===== config.mk =====
export PLATFORM = sky130hd
export DESIGN_NAME = pipelined_functional_unit
export DESIGN_NICKNAME = d
export VERILOG_FILES = /design/src/rtl/pipelined_functional_unit.sv
export SDC_FILE = /design/constraint.sdc
export NUM_CORES = 2
export LEC_CHECK = 0
export CAP_MARGIN = 20
export CORE_MARGIN = 3
export CORE_UTILIZATION = 45
export DETAILED_ROUTE_END_ITERATION = 16
export PLACE_DENSITY_LB_ADDON = 0.08
export SYNTH_ARGS = -nofsm -noshare
export SYNTH_HDL_FRONTEND = slang
export SYNTH_SLANG_ARGS = --single-unit
export TNS_END_PERCENT = 1

===== constraint.sdc =====
create_clock -name clk -period 9.3 [get_ports clk]
set_input_delay 2.325 -clock clk [delete_from_list [all_inputs] [get_ports clk]]
set_output_delay 2.325 -clock clk [all_outputs]
set_load 0.005 [all_outputs]

===== src/rtl/pipelined_functional_unit.sv =====
// Fully pipelined ADD/SUB/MUL/SLT unit between a reservation station and the CDB arbiter.
// Results are formed at issue and carried through LATENCY stages; the last stage drives the bus.
module pipelined_functional_unit #(
   parameter int unsigned WIDTH   = 32,
   parameter int unsigned TAG_W   = 3,
   parameter int unsigned LATENCY = 4,
   parameter int unsigned MUL_EN  = 1,
   localparam int unsigned CNT_W  = $clog2(LATENCY + 1)
) (
   input  logic             clk,
   input  logic             rst,
   input  logic             flush,
   input  logic             in_valid,
   output logic             in_ready,
   input  logic [1:0]       in_op,
   input  logic [WIDTH-1:0] in_a,
   input  logic [WIDTH-1:0] in_b,
   input  logic [TAG_W-1:0] in_tag,
   output logic             bus_valid,
   input  logic             bus_grant,
   output logic [TAG_W-1:0] bus_tag,
   output logic [WIDTH-1:0] bus_value,
   output logic [CNT_W-1:0] busy_count
);

   typedef enum logic [1:0] {
      OpAdd = 2'b00,
      OpSub = 2'b01,
      OpMul = 2'b10,
      OpSlt = 2'b11
   } op_e;

   localparam int unsigned Last = LATENCY - 1;

   logic [LATENCY-1:0] valid_q, valid_d;
   logic [TAG_W-1:0]   tag_q [LATENCY];
   logic [TAG_W-1:0]   tag_d [LATENCY];
   logic [WIDTH-1:0]   res_q [LATENCY];
   logic [WIDTH-1:0]   res_d [LATENCY];
   logic [CNT_W-1:0]   cnt_q, cnt_d;

   logic             advance;
   logic             accept;
   op_e              op;
   logic [WIDTH-1:0] sum;
   logic [WIDTH-1:0] diff;
   logic [WIDTH-1:0] prod;
   logic             lt;
   logic [WIDTH-1:0] alu_res;

   // The whole pipe moves together; a held output freezes every stage behind it.
   assign advance  = !valid_q[Last] || bus_grant;
   assign in_ready = advance && !flush && !rst;
   assign accept   = in_valid && in_ready;

   assign op   = op_e'(in_op);
   assign sum  = in_a + in_b;
   assign diff = in_a - in_b;
   assign lt   = $signed(in_a) < $signed(in_b);

   generate
      if (MUL_EN != 0) begin : g_mul
         assign prod = in_a * in_b;
      end else begin : g_no_mul
         assign prod = '0;
      end
   endgenerate

   always_comb begin
      alu_res = '0;
      case (op)
         OpAdd:   alu_res = sum;
         OpSub:   alu_res = diff;
         OpMul:   alu_res = prod;
         OpSlt:   alu_res = {{(WIDTH - 1){1'b0}}, lt};
         default: alu_res = '0;
      endcase
   end

   always_comb begin
      valid_d = valid_q;
      tag_d   = tag_q;
      res_d   = res_q;
      if (flush) begin
         // Data is left stale; only the valid bits matter after a kill.
         valid_d = '0;
      end else if (advance) begin
         for (int i = 1; i < int'(LATENCY); i++) begin
            valid_d[i] = valid_q[i-1];
            tag_d[i]   = tag_q[i-1];
            res_d[i]   = res_q[i-1];
         end
         valid_d[0] = accept;
         tag_d[0]   = in_tag;
         res_d[0]   = alu_res;
      end
      cnt_d = '0;
      for (int i = 0; i < int'(LATENCY); i++) begin
         cnt_d = cnt_d + CNT_W'(valid_d[i]);
      end
   end

   always_ff @(posedge clk) begin
      if (rst) begin
         valid_q <= '0;
         cnt_q   <= '0;
         for (int i = 0; i < int'(LATENCY); i++) begin
            tag_q[i] <= '0;
            res_q[i] <= '0;
         end
      end else begin
         valid_q <= valid_d;
         cnt_q   <= cnt_d;
         tag_q   <= tag_d;
         res_q   <= res_d;
      end
   end

   assign bus_valid  = valid_q[Last] && !flush;
   assign bus_tag    = tag_q[Last];
   assign bus_value  = res_q[Last];
   assign busy_count = cnt_q;

endmodule


=== After elaboration in Yosys (flattened, before gate mapping) ===
Cells that the tools add are included.

* Register bits after elaboration: 147
* Word-level logic and storage cells: 34

* $add $sub $neg: 5
* $mul: 1
* $lt $le $gt $ge: 1
* Equal/unequal tests: 3
* Muxes and demuxes: 3
* Bitwise operators: 1
* Reduce and logical (&&, ||, !) cells: 10

{| class="wikitable"
|+ Operators by type and width
! kind !! number
|-
| $pmux W32 S4 || 1
|-
| $add A32 B32 Y32 || 1
|-
| $lt A32 B32 Y1 || 1
|-
| $mul A32 B32 Y32 || 1
|-
| $sub A32 B32 Y32 || 1
|-
| $mux W4 || 2
|-
| $eq A2 B2 Y1 const B || 2
|-
| $logic_and A1 B1 Y1 || 4
|-
| $add A2 B1 Y3 || 1
|-
| $add A3 B1 Y3 || 1
|-
| $logic_not A1 Y1 || 3
|-
| $add A1 B1 Y2 || 1
|-
| $eq A2 B1 Y1 const B || 1
|-
| $logic_not A2 Y1 || 1
|-
| $reduce_and A2 Y1 || 1
|-
| $logic_or A1 B1 Y1 || 1
|-
| $not A1 Y1 || 1
|}

=== Depth between registers and ports, before layout ===
* Word-level depth: 10
* Depth in mapped cells: 27
* Mapped depth without buffers: 25

=== Worst setup path before layout ===
No wires, ideal clock.

* Path type: input to register
* Start: input in_b[2]
* End: register res_q[126] (netlist name)
* Library setup time: 136 ps
* Arrival time: 8767 ps
* Required time: 9164 ps
* Path slack: 398 ps
* Stages on the path: 23
* Cells stage by stage: clkbuf_1 -> clkbuf_1 -> and2_1 -> fa_1 -> inv_1 -> fa_1 -> fa_1 -> fa_1 -> inv_1 -> fa_1 -> fa_1 -> fa_1 -> fa_1 -> ha_1 -> a21oi_1 -> a21boi_0 -> o211ai_1 -> a21oi_1 -> o41ai_1 -> a21boi_0 -> or3_1 -> a41oi_1 -> a211oi_1

* Longest elaborated chain between the ends: 2

{| class="wikitable"
|+ RTL lines
! what !! RTL line !! RTL
|-
| start: declaration || 17 || <nowiki>input logic [WIDTH-1:0] in_b,</nowiki>
|-
| $mul A32 B32 Y32, or another cell as far along || 63 || <nowiki>assign prod = in_a * in_b;</nowiki>
|-
| $pmux W32 S4 (*) || 71 || <nowiki>case (op)</nowiki>
|-
| end signal: assignment || 115 || <nowiki>res_q <= res_d;</nowiki>
|-
| end: declaration || 38 || <nowiki>logic [WIDTH-1:0] res_q [LATENCY];</nowiki>
|}

Mark *: on every way between the ends. The rest lies on a longest branch, timed or not.
A chain may end at the register's enable or synchronous reset.

=== Worst setup path in the final report ===
* Start: input in_a[16]
* End: register res_q[127] (netlist name)

* Longest elaborated chain between the ends: 2

{| class="wikitable"
|+ RTL lines
! what !! RTL line !! RTL
|-
| start: declaration || 16 || <nowiki>input logic [WIDTH-1:0] in_a,</nowiki>
|-
| $mul A32 B32 Y32, or another cell as far along || 63 ||
|-
| $pmux W32 S4 (*) || 71 ||
|}

Marked as above.

==> results.json <==
{
  "outcome": "finished clean",
  "synth_top_cell_by_area": "fa_1",
  "drt_iter0_drc": 1598,
  "rsz0062_at_grt": "true",
  "maxSlewHeadroom_pct": 36.2,
  "clock-root-buffer": "clkbuf_16",
  "crit_buf_inv": 6,
  "fillers": 5163,
  "arrival_ns": 9.43,
  "start_util_pct": 45.8,
  "syn_to_final_growth_pct": 16.0,
  "drc": 0,
  "clk_latency_ns": 0.42,
  "grt_pass1_vias": 21300,
  "gp_congestion": 0.920,
  "ys_types": 88,
  "cap_viol_max_count": 0,
  "reg2reg_to": "busy_count[1]",
  "clock-sinks": 147,
  "worst_pin_slew_ns": 0.957,
  "crit_path_max_incr_delay_ns": 0.63,
  "hold_class": "register to register",
  "num_rows": 85,
  "die-area_mm2": 0.0580,
  "cp_common_cell": "fa_1",
  "ff2ff_path_depth": 8,
  "holdPathEnd": "res_q[70]",
  "die_h_um": 241,
  "crit_fanout": 12,
  "end_kind": "register",
  "finalCriticalPeriod_ns": 9.17,
  "ys_ff_latch": 147,
  "ant_nets": 0,
  "place_ws_ns": -0.386,
  "crit_family": "adder cells",
  "setup_viol": 0,
  "routed_wl_um": 77400,
  "required_ns": 9.57,
  "ctsHoldBuffers": 0,
  "io_pins": 114,
  "place_hpwl_um": 64500,
  "grt_pass1_wl_um": 122000,
  "hold_viol": 0,
  "dr.pass1.iters": 7,
  "core_area_mm2": 0.0542,
  "clk_pin_slew_worst_paths_ns": 0.07,
  "vias_per_cell": 5.36,
  "fin_nets": 3798,
  "cts_buffers": 17,
  "async_flop_share_pct": 0,
  "synthCells": 2960,
  "cts_tree": "yes",
  "drive_above_1_share_pct": 10.3,
  "vias": 20600,
  "cts_max_path_buffers": 2,
  "hold_depth": 2,
  "worstSetupPathType": "input port to register",
  "slew_violations": 0,
  "max_freq_ghz": 0.109,
  "htreeDepth": 4,
  "finClkSkew_ns": 0.0107,
  "synth-edff-count": 0,
  "antenna_found_initial": 1,
  "synth.area.top_cells": "fa_1 (33%), dfxtp_1 (12%), ha_1 (9.5%)",
  "synth_top_area_share_pct": 33.2,
  "grt.total_usage_pct": 27.3,
  "critPathLaunchType": "input port",
  "setup_ws_ns": 0.131,
  "gr-total-overflow": 0,
  "portBuffers": 113,
  "drt-wirelength-per-cell_um": 20.2,
  "worstHoldStart": "res_q[102]",
  "r2r-start": "valid_q[3]",
  "yosysSeqAreaShare_pct": 11.9,
  "yosys_warnings": 0,
  "netlist_area_mm2": 0.0248,
  "grt_start_max_net_pins": 110,
  "die_x_um": 241,
  "rrSetupSlack_ns": 6.68,
  "path_cells": "clkdlybuf4s50_1 -> buf_4 -> and2_1 -> fa_1 -> fa_1 -> fa_1 -> inv_1 -> fa_1 -> inv_1 -> fa_1 -> fa_1 -> fa_1 -> fa_1 -> ha_4 -> nand4_1 -> buf_4 -> a21oi_2 -> o311ai_4 -> a21oi_2 -> nor3_1 -> buf_4 -> nor3_1 -> nand3b_1 -> a41oi_2",
  "synthFlopType": "dfxtp_1",
  "cp_slowest_cell": "clkdlybuf4s50_1",
  "post-route-period-util_pct": 98.6,
  "syn_area_per_cell_um2": 8.38,
  "syn_nets": 3633,
  "antenna_cells": 0
}
==> sequential cells by signal (all words and copies together), names as in the netlist <==
signal / cells
bus_value: 32
tag_q: 9
bus_tag: 3
busy_count: 3
res_q: 96
valid_q: 4
==> layout by cell type, fill, tap and decap left out, types with 9 or more instances in the layout <==
cell / n
xor2_1: 23
a21o_1: 16
and2_1: 257
ha_1: 185
o21a_1: 17
o21bai_1: 13
nand2_1: 463
mux2i_1: 16
o31ai_1: 10
a21oi_1: 184
and3_1: 9
nor2b_1: 18
buf_12: 29
a31oi_1: 13
or3_1: 17
fa_1: 410
buf_4: 205
o221ai_1: 9
o21ai_0: 57
clkdlybuf4s50_1: 109
a211oi_1: 21
clkbuf_16: 17
nor3_1: 34
nor2_1: 137
inv_1: 448
xnor2_1: 68
nand3_1: 24
nand2b_1: 14
dfxtp_1: 147
==> synth_stat cells, types with 4 or more instances <==
cell type  count
a211oi_1      21
or2_2          7
clkbuf_1     142
a31oi_1       13
a221o_1        5
a221oi_1       5
ha_1         188
o21ai_0       59
nor2b_1       18
dfxtp_1      147
nand2b_1      14
o31a_1         4
nor4_1         8
fa_1         411
inv_1        448
o21a_1        17
buf_2          9
a21oi_1      190
and2_1       257
or4_1          5
a211o_1        5
or3_1         17
nand3_1       24
nand2_1      463
a311oi_1       4
and3_1         9
mux2i_1       16
a22oi_1        6
xnor2_1       68
buf_1         11
a21o_1        16
o211ai_1       4
o21bai_1      13
nor3_1        38
nor2_1       139
o221ai_1       9
a21boi_0       5
buf_4         37
o31ai_1       10
xor2_1        23
==> worst register-to-register path, delay by kind of cell (launching register included) <==
kind	cells	cell delay (ns)
adder cells (fa/ha/maj)	3	1.01
AND/OR/NAND/NOR	3	0.97
flip-flops	1	0.31
AO/OA/AOI/OAI	1	0.13
buffers and inverters	1	0.05
==> metrics by stage <==
step / TNS (ns) / utilization [%] / hold slack [ns] / cell area, µm² / cells
detailed placement: -2.57 / 51.6 / 0.444 / 28000 / 3799
global route: -0.198 / 53.1 / 0.469 / 28800 / 3834
finish: 0 / 53.1 / 0.448 / 28800 / 3834
CTS: 0 / 52.7 / 0.452 / 28600 / 3831
floorplan: 0 / - / 0.427 / 24800 / 2960
global placement: -2.73 / 51.6 / 0.437 / 28000 / 3799
==> layout make-up <==
cell class              instances  area (µm²)  share of cell area (%)
clock inverters                15         171                   0.595
repair buffers                349        3290                    11.4
well taps                     696         871                    3.02
multi-input cells            2160       19400                    67.4
flip-flops and latches        147        2940                    10.2
inverters                     450        1690                    5.87
clock buffers                  17         425                    1.48
==> kinds of logic (layout without fill, tap and decap cells) <==
family                   Yosys count  count (layout)  share of synthesized area [%]
flip-flops                       147             147                           11.9
XOR/XNOR                          92              92                           3.30
adder cells (fa/ha/maj)          599             599                           42.6
multiplexers                      16              16                          0.645
AND/OR/NAND/NOR                 1020            1020                           19.6
AO/OA/AOI/OAI                    433             433                           11.3
buffers and inverters            653             831                           10.6
==> per-layer routing <==
metal | vias to the layer above | GRT usage, % | share of wire (%)
li1 | 9563 | - | -
met1 | 10300 | 36.9 | 44
met2 | 568 | 46.3 | 48
met3 | 96 | 3.57 | 5.6
met4 | 0 | 7.21 | 2.7
met5 | - | 0 | 0
==> worst max-delay path by stage <==
stage	startpoint	endpoint	slack (ns)	cells after the start
6_report	in_a[16]	res_q[127]	0.13	24
5_1_grt	in_b[2]	res_q[127]	-0.07	26
4_1_cts	in_a[15]	res_q[127]	0.05	24
3_5_place_dp	in_b[2]	res_q[126]	-0.39	26
3_3_place_gp	in_b[2]	res_q[126]	-0.33	25
2_1_floorplan	in_b[2]	res_q[126]	0.40	23
==> what timing repair did <==
item,4_1_cts,5_1_grt
resized for setup,0,33
setup buffers,0,2
setup endpoints to repair,0,11
Power is left out: the tool's default activity adds up to more than one toggle a clock period on the data nets, which glitch-free logic cannot reach.
